$ cat config.mk
export PLATFORM = sky130hd
export DESIGN_NAME = alu_arbiter
export DESIGN_NICKNAME = d
export VERILOG_FILES = /design/src/rtl/alu_arbiter.sv
export SDC_FILE = /design/constraint.sdc
export NUM_CORES = 2
export LEC_CHECK = 0
export CAP_MARGIN = 20
export CORE_MARGIN = 1
export CORE_UTILIZATION = 45
export CTS_BUF_LIST = sky130_fd_sc_hd__clkbuf_8
export DETAILED_ROUTE_END_ITERATION = 7
export SKIP_CTS_REPAIR_TIMING = 1
export SYNTH_ARGS = -nofsm -noshare
export SYNTH_HDL_FRONTEND = slang
export SYNTH_SLANG_ARGS = --single-unit
$ cat constraint.sdc
create_clock -name clk -period 19 [get_ports clk]
set_input_delay 1.9 -clock clk [delete_from_list [all_inputs] [get_ports clk]]
set_output_delay 1.9 -clock clk [all_outputs]
set_load 0.01 [all_outputs]
$ cat src/rtl/alu_arbiter.sv
// Round-robin arbiter sharing one N-bit ALU between NUM_REQ requesters, with a
// multi-cycle MUL and a one-entry response slot. Optional: ALU_ARB_ILLEGAL_OP_EN adds resp_illegal.
module alu_arbiter #(
    parameter int unsigned N          = 32,
    parameter int unsigned NUM_REQ    = 4,
    parameter int unsigned MUL_CYCLES = 3,
    localparam int unsigned IdW       = (NUM_REQ > 1) ? $clog2(NUM_REQ) : 1
) (
    input  logic                 clk,
    input  logic                 reset,
    input  logic [NUM_REQ-1:0]   req_valid,
    output logic [NUM_REQ-1:0]   req_ready,
    input  logic [4*NUM_REQ-1:0] req_opcode,
    input  logic [N*NUM_REQ-1:0] req_a,
    input  logic [N*NUM_REQ-1:0] req_b,
    output logic                 resp_valid,
    input  logic                 resp_ready,
    output logic [IdW-1:0]       resp_id,
    output logic [N-1:0]         resp_data,
    output logic                 resp_zero
`ifdef ALU_ARB_ILLEGAL_OP_EN
    ,
    output logic                 resp_illegal
`endif
);

    localparam int unsigned CntW = (MUL_CYCLES > 1) ? $clog2(MUL_CYCLES) : 1;

    localparam logic [3:0] OpAnd = 4'b0001;
    localparam logic [3:0] OpOr  = 4'b0010;
    localparam logic [3:0] OpSll = 4'b0011;
    localparam logic [3:0] OpAdd = 4'b0100;
    localparam logic [3:0] OpXor = 4'b0111;
    localparam logic [3:0] OpSub = 4'b1001;
    localparam logic [3:0] OpSrl = 4'b1010;
    localparam logic [3:0] OpSlt = 4'b1100;
    localparam logic [3:0] OpMul = 4'b1110;

    typedef enum logic [1:0] {
        StIdle,
        StMulWait,
        StResp
    } state_t;

    state_t          r_state;
    logic [IdW-1:0]  r_rr_ptr;
    logic [CntW-1:0] r_mul_cnt;
    logic [N-1:0]    r_op_a;
    logic [N-1:0]    r_op_b;
    logic [IdW-1:0]  r_op_id;
    logic            r_resp_valid;
    logic [IdW-1:0]  r_resp_id;
    logic [N-1:0]    r_resp_data;
    logic            r_resp_zero;
`ifdef ALU_ARB_ILLEGAL_OP_EN
    logic            r_resp_illegal;
    logic            w_sel_legal;
`endif

    logic               w_window;
    logic [NUM_REQ-1:0] w_grant;
    logic               w_gnt_any;
    logic [IdW-1:0]     w_gnt_idx;
    logic [IdW-1:0]     w_ptr_next;
    logic [3:0]         w_sel_op;
    logic [N-1:0]       w_sel_a;
    logic [N-1:0]       w_sel_b;
    logic               w_sel_mul;
    logic [N-1:0]       w_alu_res;
    logic [N-1:0]       w_mul_res;

    function automatic logic [N-1:0] alu_calc(input logic [3:0] op, input logic [N-1:0] a,
                                              input logic [N-1:0] b);
        logic [N-1:0] res;
        res = '0;
        case (op)
            OpAnd:   res = a & b;
            OpOr:    res = a | b;
            OpXor:   res = a ^ b;
            OpAdd:   res = a + b;
            OpSub:   res = a - b;
            OpSlt:   res[0] = (a < b);
            OpSll:   res = (b >= N) ? '0 : (a << b);
            OpSrl:   res = (b >= N) ? '0 : (a >> b);
            OpMul:   res = a * b;
            default: res = '0;
        endcase
        return res;
    endfunction

`ifdef ALU_ARB_ILLEGAL_OP_EN
    function automatic logic op_legal(input logic [3:0] op);
        case (op)
            OpAnd, OpOr, OpXor, OpAdd, OpSub, OpSlt, OpSll, OpSrl, OpMul: return 1'b1;
            default: return 1'b0;
        endcase
    endfunction
`endif

    // Grants only while the slot is free or being drained this cycle.
    assign w_window = !reset &&
                      ((r_state == StIdle) || ((r_state == StResp) && resp_ready));

    always_comb begin : p_arb
        int v_idx;
        v_idx     = 0;
        w_grant   = '0;
        w_gnt_any = 1'b0;
        w_gnt_idx = '0;
        w_sel_op  = '0;
        w_sel_a   = '0;
        w_sel_b   = '0;
        if (w_window) begin
            for (int k = 0; k < NUM_REQ; k++) begin
                v_idx = (int'(r_rr_ptr) + k) % NUM_REQ;
                if (!w_gnt_any && req_valid[v_idx]) begin
                    w_gnt_any      = 1'b1;
                    w_gnt_idx      = IdW'(v_idx);
                    w_grant[v_idx] = 1'b1;
                    w_sel_op       = req_opcode[4*v_idx +: 4];
                    w_sel_a        = req_a[N*v_idx +: N];
                    w_sel_b        = req_b[N*v_idx +: N];
                end
            end
        end
    end

    assign w_ptr_next = (w_gnt_idx == IdW'(NUM_REQ - 1)) ? '0 : w_gnt_idx + 1'b1;
    assign w_sel_mul  = (w_sel_op == OpMul);
    assign w_alu_res  = alu_calc(w_sel_op, w_sel_a, w_sel_b);
    assign w_mul_res  = r_op_a * r_op_b;
`ifdef ALU_ARB_ILLEGAL_OP_EN
    assign w_sel_legal = op_legal(w_sel_op);
`endif

    always_ff @(posedge clk or posedge reset) begin
        if (reset) begin
            r_state        <= StIdle;
            r_rr_ptr       <= '0;
            r_mul_cnt      <= '0;
            r_op_a         <= '0;
            r_op_b         <= '0;
            r_op_id        <= '0;
            r_resp_valid   <= 1'b0;
            r_resp_id      <= '0;
            r_resp_data    <= '0;
            r_resp_zero    <= 1'b0;
`ifdef ALU_ARB_ILLEGAL_OP_EN
            r_resp_illegal <= 1'b0;
`endif
        end else begin
            case (r_state)
                StIdle, StResp: begin
                    if (w_gnt_any) begin
                        r_rr_ptr <= w_ptr_next;
                        if (w_sel_mul && (MUL_CYCLES > 1)) begin
                            r_op_a       <= w_sel_a;
                            r_op_b       <= w_sel_b;
                            r_op_id      <= w_gnt_idx;
                            r_mul_cnt    <= CntW'(MUL_CYCLES - 1);
                            r_resp_valid <= 1'b0;
                            r_state      <= StMulWait;
                        end else begin
                            r_resp_valid   <= 1'b1;
                            r_resp_id      <= w_gnt_idx;
                            r_resp_data    <= w_alu_res;
                            r_resp_zero    <= (w_alu_res == '0);
`ifdef ALU_ARB_ILLEGAL_OP_EN
                            r_resp_illegal <= !w_sel_legal;
`endif
                            r_state        <= StResp;
                        end
                    end else if ((r_state == StResp) && resp_ready) begin
                        r_resp_valid <= 1'b0;
                        r_state      <= StIdle;
                    end
                end
                StMulWait: begin
                    if (r_mul_cnt == CntW'(1)) begin
                        r_mul_cnt      <= '0;
                        r_resp_valid   <= 1'b1;
                        r_resp_id      <= r_op_id;
                        r_resp_data    <= w_mul_res;
                        r_resp_zero    <= (w_mul_res == '0);
`ifdef ALU_ARB_ILLEGAL_OP_EN
                        r_resp_illegal <= 1'b0;
`endif
                        r_state        <= StResp;
                    end else begin
                        r_mul_cnt <= r_mul_cnt - 1'b1;
                    end
                end
                default: r_state <= StIdle;
            endcase
        end
    end

    assign req_ready    = w_grant;
    assign resp_valid   = r_resp_valid;
    assign resp_id      = r_resp_id;
    assign resp_data    = r_resp_data;
    assign resp_zero    = r_resp_zero;
`ifdef ALU_ARB_ILLEGAL_OP_EN
    assign resp_illegal = r_resp_illegal;
`endif

endmodule

Word-level counts from Yosys, hierarchy flattened
Index checks and enable logic that the tools add are counted.
{ "classes": {"addsub": 7, "mul": 2, "magnitude_cmp": 10, "n_eq_ne": 18, "n_shift": 14, "n_mux": 83, "n_bitwise": 6, "n_reduce_logical": 25} }
{ "ops": {"columns": ["operator", "n"], "rows": [
  ["indexed part select 128 x 8 -> 32 bit", 8],
  ["two-way mux 32 bit", 15],
  ["case mux 31 bit (8 select lines)", 1],
  ["zero test 32 bit", 2],
  ["multiplier 32 x 32 -> 32 bit", 2],
  ["case mux 32 bit (2 select lines)", 1],
  ["indexed part select 16 x 5 -> 4 bit", 4],
  ["two-way mux 4 bit", 13],
  ["adder 32 bit", 1],
  ["bitwise AND 32 bit", 1],
  [">= comparator 32 x 6 -> 1 bit, second input constant", 1],
  ["less-than comparator 32 bit", 1],
  ["two-way mux 2 bit", 16],
  ["OR 32 bit", 1],
  ["left shift 32 x 32 -> 32 bit", 1],
  ["right shift 32 x 32 -> 32 bit", 1],
  ["subtractor 32 bit", 1],
  ["XOR 32 bit", 1],
  ["two-way mux 1 bit", 23],
  ["equality test 4 bit, second input constant", 4],
  ["less-than comparator 2 x 3 -> 1 bit, second input constant", 4],
  ["OR 4 bit", 3],
  ["case mux 2 bit (2 select lines)", 3],
  ["logical AND 1 bit", 9],
  ["other kinds (23)", 48]
]} }
{ "word_totals": {"regBits": 108, "input_bits": 279, "out_inout_bits": 40, "wordCells": 175} }

Depth between registers and ports, before layout
{ "depth": {"depth_word": 24, "ltp_mapped": 57, "ltp_nobuf": 41} }

Worst setup path after synthesis
No wires, ideal clock.
{ "synth_path": {"kind": "reg-to-reg", "start": "reg r_rr_ptr[0]", "end": "reg r_resp_zero (netlist: resp_zero)", "setup_ns": 0.066, "arrival_time_ns": 12.718, "required_ns": 18.934, "slack_ns": 6.216, "stages_incl_launch_ff": 56, "n_path_buf": 19, "period_less_slack_ns": 12.784, "path_cell_list": "dfrtp_1 -> buf_6 -> buf_12 -> buf_12 -> buf_8 -> inv_1 -> clkbuf_1 -> ha_1 -> buf_2 -> buf_4 -> buf_4 -> buf_4 -> clkbuf_4 -> buf_1 -> mux4_2 -> a32o_1 -> buf_4 -> inv_1 -> (+20 left out) -> fa_1 -> inv_1 -> ha_1 -> or4_1 -> a211oi_1 -> a21boi_0 -> o31a_1 -> o21ai_0 -> xnor2_1 -> nor2_1 -> a211o_1 -> a21oi_1 -> nand4_1 -> or4_1 -> or4_1 -> nor4_1 -> and4b_1 -> a221o_1"} }
{ "synth_between": {"elab_chain_cells": 23, "word_cells_on_any_way": 82, "classes_between": "5 x add/sub; 1 x mul; 2 x order compare; 11 x eq/ne; 14 x shift; 38 x mux; 3 x bitwise; 8 x reduce/logical"} }
{ "synth_rtl": {"columns": ["item", "line_no", "text"], "rows": [
  ["from (decl)", "46", "logic [IdW-1:0] r_rr_ptr;"],
  ["from (signal assigned)", "155", "r_rr_ptr <= w_ptr_next;"],
  ["parallel branches: the longest is 23 deep, another holds multiplier 32 x 32 -> 32 bit", null, null],
  ["to (signal assigned)", "167", "r_resp_zero <= (w_alu_res == '0);"],
  ["to (signal assigned)", "184", "r_resp_zero <= (w_mul_res == '0);"],
  ["to (decl)", "54", "logic r_resp_zero;"]
]} }
Parallel ways; which one is timed is not known. The select of a mux whose other input is x is not followed.
A chain may end at the register's enable or synchronous reset.

Worst setup path in the final report
{ "layout_path": {"start": "in req_valid[2]", "end": "reg r_resp_zero (netlist: resp_zero)"} }
{ "layout_between": {"elab_chain_cells": 23, "word_cells_on_any_way": 67, "classes_between": "2 x add/sub; 1 x mul; 2 x order compare; 11 x eq/ne; 2 x shift; 38 x mux; 3 x bitwise; 8 x reduce/logical"} }
{ "layout_rtl": {"columns": ["item", "line_no", "text"], "rows": [
  ["from (decl)", "11", "input logic [NUM_REQ-1:0] req_valid,"],
  ["binary-select mux 1 bit (select 2 bit)", "116", "if (!w_gnt_any && req_valid[v_idx]) begin"],
  ["two-way mux 1 bit (implied by the code)", "116", null],
  ["two-way mux 1 bit", "116", null],
  ["two-way mux 1 bit", "113", "if (w_window) begin"],
  ["zero test 1 bit", "116", null],
  ["logical AND 1 bit", "116", null],
  ["two-way mux 1 bit", "116", null],
  ["two-way mux 1 bit", "113", null],
  ["(+6 left out)", null, null],
  ["two-way mux 32 bit *", "116", null],
  ["two-way mux 32 bit *", "113", null],
  ["net w_sel_a[8]", "66", "logic [N-1:0] w_sel_a;"],
  ["parallel branches: the longest is 3 deep, another holds multiplier 32 x 32 -> 32 bit", null, null],
  ["zero test 32 bit *", "167", null],
  ["two-way mux 1 bit *", "156", "if (w_sel_mul && (MUL_CYCLES > 1)) begin"],
  ["two-way mux 1 bit *", "154", "if (w_gnt_any) begin"],
  ["case mux 1 bit (2 select lines) *", "152", "case (r_state)"]
]} }
Mark *: on every way through the listed nets, which the timed path passes. The select of a mux whose other input is x is not followed.

==> impl_results.md <==
* Initial antenna violation count at 17
* DRT antenna net count at 0
* Via/cell ratio at 6.16
* Post-synthesis sequential area ratio at 0.0512
* Number of global-route vias before repair at 48969
* Final Max Tran Viols at 0
* Initial Util at 0.454
* Global-route wire length before repair at 328 mm
* Final hold slack at 0.488 ns
* Crit path max fanout at 44
* DR WL/cell at 28.5 um
* I/O pins at 319
* Slew @ Worst Pin at 1.21 ns
* Routed via count at 47789
* Post-synthesis instance total at 6149
* CTS clock-pin slew for the worst setup and hold paths at 0.13 ns
* Overall routing resource usage at 0.377
* Final net count at 7660
* Clock root buffer: clkbuf_8
* Post-synthesis adder-cell area fraction at 0.393
* Worst Path Arrival at 15.30 ns
* Post-synthesis xor/xnor area fraction at 0.0198
* Chip Width at 344 um
* Synthesized Nets at 7593
* Final Setup Violations at 0
* Largest net degree at the start of global routing at 148
* Final WL at 221 mm
* Post-Place Worst Slack at 3.87 ns
* GRT Residual Overflow at 0
* Distinct cell type count after synthesis at 111
* Pre-antenna DRT Iters at 8
* Clk sinks at 108
* Worst Hold Class: reg -> reg
* CP dominant cell by count: fa_1
* Worst skew pair latency at 0.50 ns
* Clock tree from TritonCTS: yes
* IO buf count at 318
* Mux cell area share after synthesis at 0.129
* Largest family of logic cells by synthesized area: adder cells
* Setup crit start kind: input pin
* Setup TNS at 0 ns
* Top_reg_cell synth: dfrtp_1
* Critical path's slowest cell: clkdlybuf4s50_1
* H-Tree Depth at 3
* Avg Cell Area, Syn at 8.58 um^2
* Worst-case clock buffer depth at 2
* Post-Synth Simple-Gate Area at 0.162
* Area of the core at 0.116 mm^2
* Max Freq at 67.2 MHz
* Period utilization at 0.783
* Fillcell total at 11309
* RSZ-0062 raised after global routing: no
* Final setup margin at 4.12 ns
* Slowest stage delay, CP at 1.02 ns
* Syn Std Cell Area at 0.0528 mm^2
* Synth Area in Compound Gates at 0.128
* Final GP Congestion at 1.10
* TritonCTS buffer count at 9
* Post-synth ARST share at 1.00
* Relative slew slack at 0.187
* Outcome: completed
* DRC at 0
* Max-Cap Viols at 0
* Syn. warnings at 0
* Finished Core Util at 0.493
* Crit Path Class: in -> reg
* Post-synth EDFFs at 0
* WP data required at 19.43 ns
* Worst setup EP type: flop
* Flop2flop setup slack at 4.50 ns
* Final min period at 14.88 ns
* Number of synthesized register bits at 108
* HPWL after DPL at 175 mm
* Fin. Hold Viols at 0
* Layout cells sized above 1 at 0.0886
* Die area at 0.119 mm^2
* Starting DRT DRC Count at 4717
* Die Ht at 344 um
* Synthesis-to-finish area growth at 8.66%
* Std-Cell Rows at 125
* Clk_skew at 0.0408 ns
==> state kept, by name, summed over array words and instances, names as in the netlist, 2 cells and up <==
signal / flops
r_op_id: 2
r_state: 2
resp_id: 2
r_op_a: 32
r_op_b: 32
resp_data: 32
r_rr_ptr: 2
r_mul_cnt: 2
==> per-stage QoR <==
stage,instance area [um^2],instances
floorplan,52800,6149
global placement,57100,7728
detailed placement,57100,7729
CTS,57300,7745
global route,57300,7754
finish,57300,7761
==> cells in the mapped netlist, drive strengths merged, types with 97 or more instances <==
cell / instances / area (um^2)
a21oi: 193 / 977
nor2: 536 / 2010
nand2: 767 / 2880
and2: 155 / 970
mux4: 232 / 5250
buf: 167 / 1190
fa: 818 / 16400
dfrtp: 108 / 2700
inv: 1071 / 4020
clkbuf: 257 / 972
mux2i: 120 / 1200
o21ai: 226 / 1140
nand2b: 97 / 607
ha: 347 / 4340
==> cell families (layout without fill, tap and decap cells) <==
| group | Yosys count | after routing |
|---|---|---|
| and+or+nand+nor | 1894 | 1894 |
| buffers and inverters | 1502 | 1574 |
| adders and majority gates | 1165 | 1165 |
| AOI/OAI and AO/OA | 977 | 977 |
| muxes | 384 | 384 |
| xor gates and xnor gates | 119 | 119 |
| DFF | 108 | 108 |
| other | 0 | 16 |
==> per-layer routing <==
layer	up-vias	share of wire	track usage
met5	-	0.00027	0
met3	634	0.087	0.0720
met1	24294	0.39	0.477
li1	20292	-	-
met4	8	0.072	0.230
met2	2561	0.45	0.597
==> layout make-up <==
| class | instances | area [um^2] | area share |
|---|---|---|---|
| Antenna cell | 16 | 40.0 | 0.000699 |
| Clock inverter | 7 | 67.6 | 0.00118 |
| Inverter | 1078 | 4050 | 0.0706 |
| Multi-Input combinational cell | 4539 | 44000 | 0.768 |
| Tap cell | 1524 | 1910 | 0.0333 |
| Timing Repair Buffer | 480 | 4420 | 0.0771 |
| Sequential cell | 108 | 2710 | 0.0473 |
| Clock buffer | 9 | 124 | 0.00216 |
==> placed cells by master (no fill, tap or decap), types with 16 or more instances in the layout <==
cell / count
a211oi_1: 38
a21o_1: 30
a21oi_1: 185
a221o_1: 18
a221oi_1: 31
a22oi_1: 41
a31oi_1: 54
and2_1: 154
and3_1: 22
buf_4: 160
clkdlybuf4s50_1: 318
dfrtp_1: 105
diode_2: 16
fa_1: 818
ha_1: 346
inv_1: 1065
mux2_2: 32
mux2i_1: 119
mux4_2: 224
nand2_1: 765
nand2b_1: 97
nand3_1: 70
nand3b_1: 17
nand4_1: 16
nor2_1: 534
nor2b_1: 16
nor3_1: 73
o211ai_1: 27
o21a_1: 29
o21ai_0: 218
o21bai_1: 20
o221ai_1: 40
o22ai_1: 38
or2_2: 32
or3_1: 34
xnor2_1: 87
xor2_1: 32
==> worst paths after layout <==
check                                     startpoint                        end  cells past startpoint
setup reg to reg             r_rr_ptr[0]$_DFFE_PP0P_      resp_zero$_DFFE_PP0P_                     38
setup / recovery                        req_valid[2]      resp_zero$_DFFE_PP0P_                     37
max in group asynchronous                      reset     r_op_b[11]$_DFFE_PP0P_                      4
hold reg to reg            resp_data[19]$_DFFE_PP0P_  resp_data[19]$_DFFE_PP0P_                      2
min in group asynchronous                      reset     resp_id[0]$_DFFE_PP0P_                      2
hold / removal             resp_data[19]$_DFFE_PP0P_  resp_data[19]$_DFFE_PP0P_                      2
==> worst max-delay path: cells and delay by family <==
family | cells | cell delay (ns)
AOI/OAI and AO/OA | 10 | 3.74
and+or+nand+nor | 8 | 2.14
buffers and inverters | 8 | 2.54
adders and majority gates | 9 | 3.82
muxes | 1 | 0.96
xor gates and xnor gates | 1 | 0.20
Power is left out: the tool's default activity adds up to more than one toggle a clock period on the data nets, which glitch-free logic cannot reach.
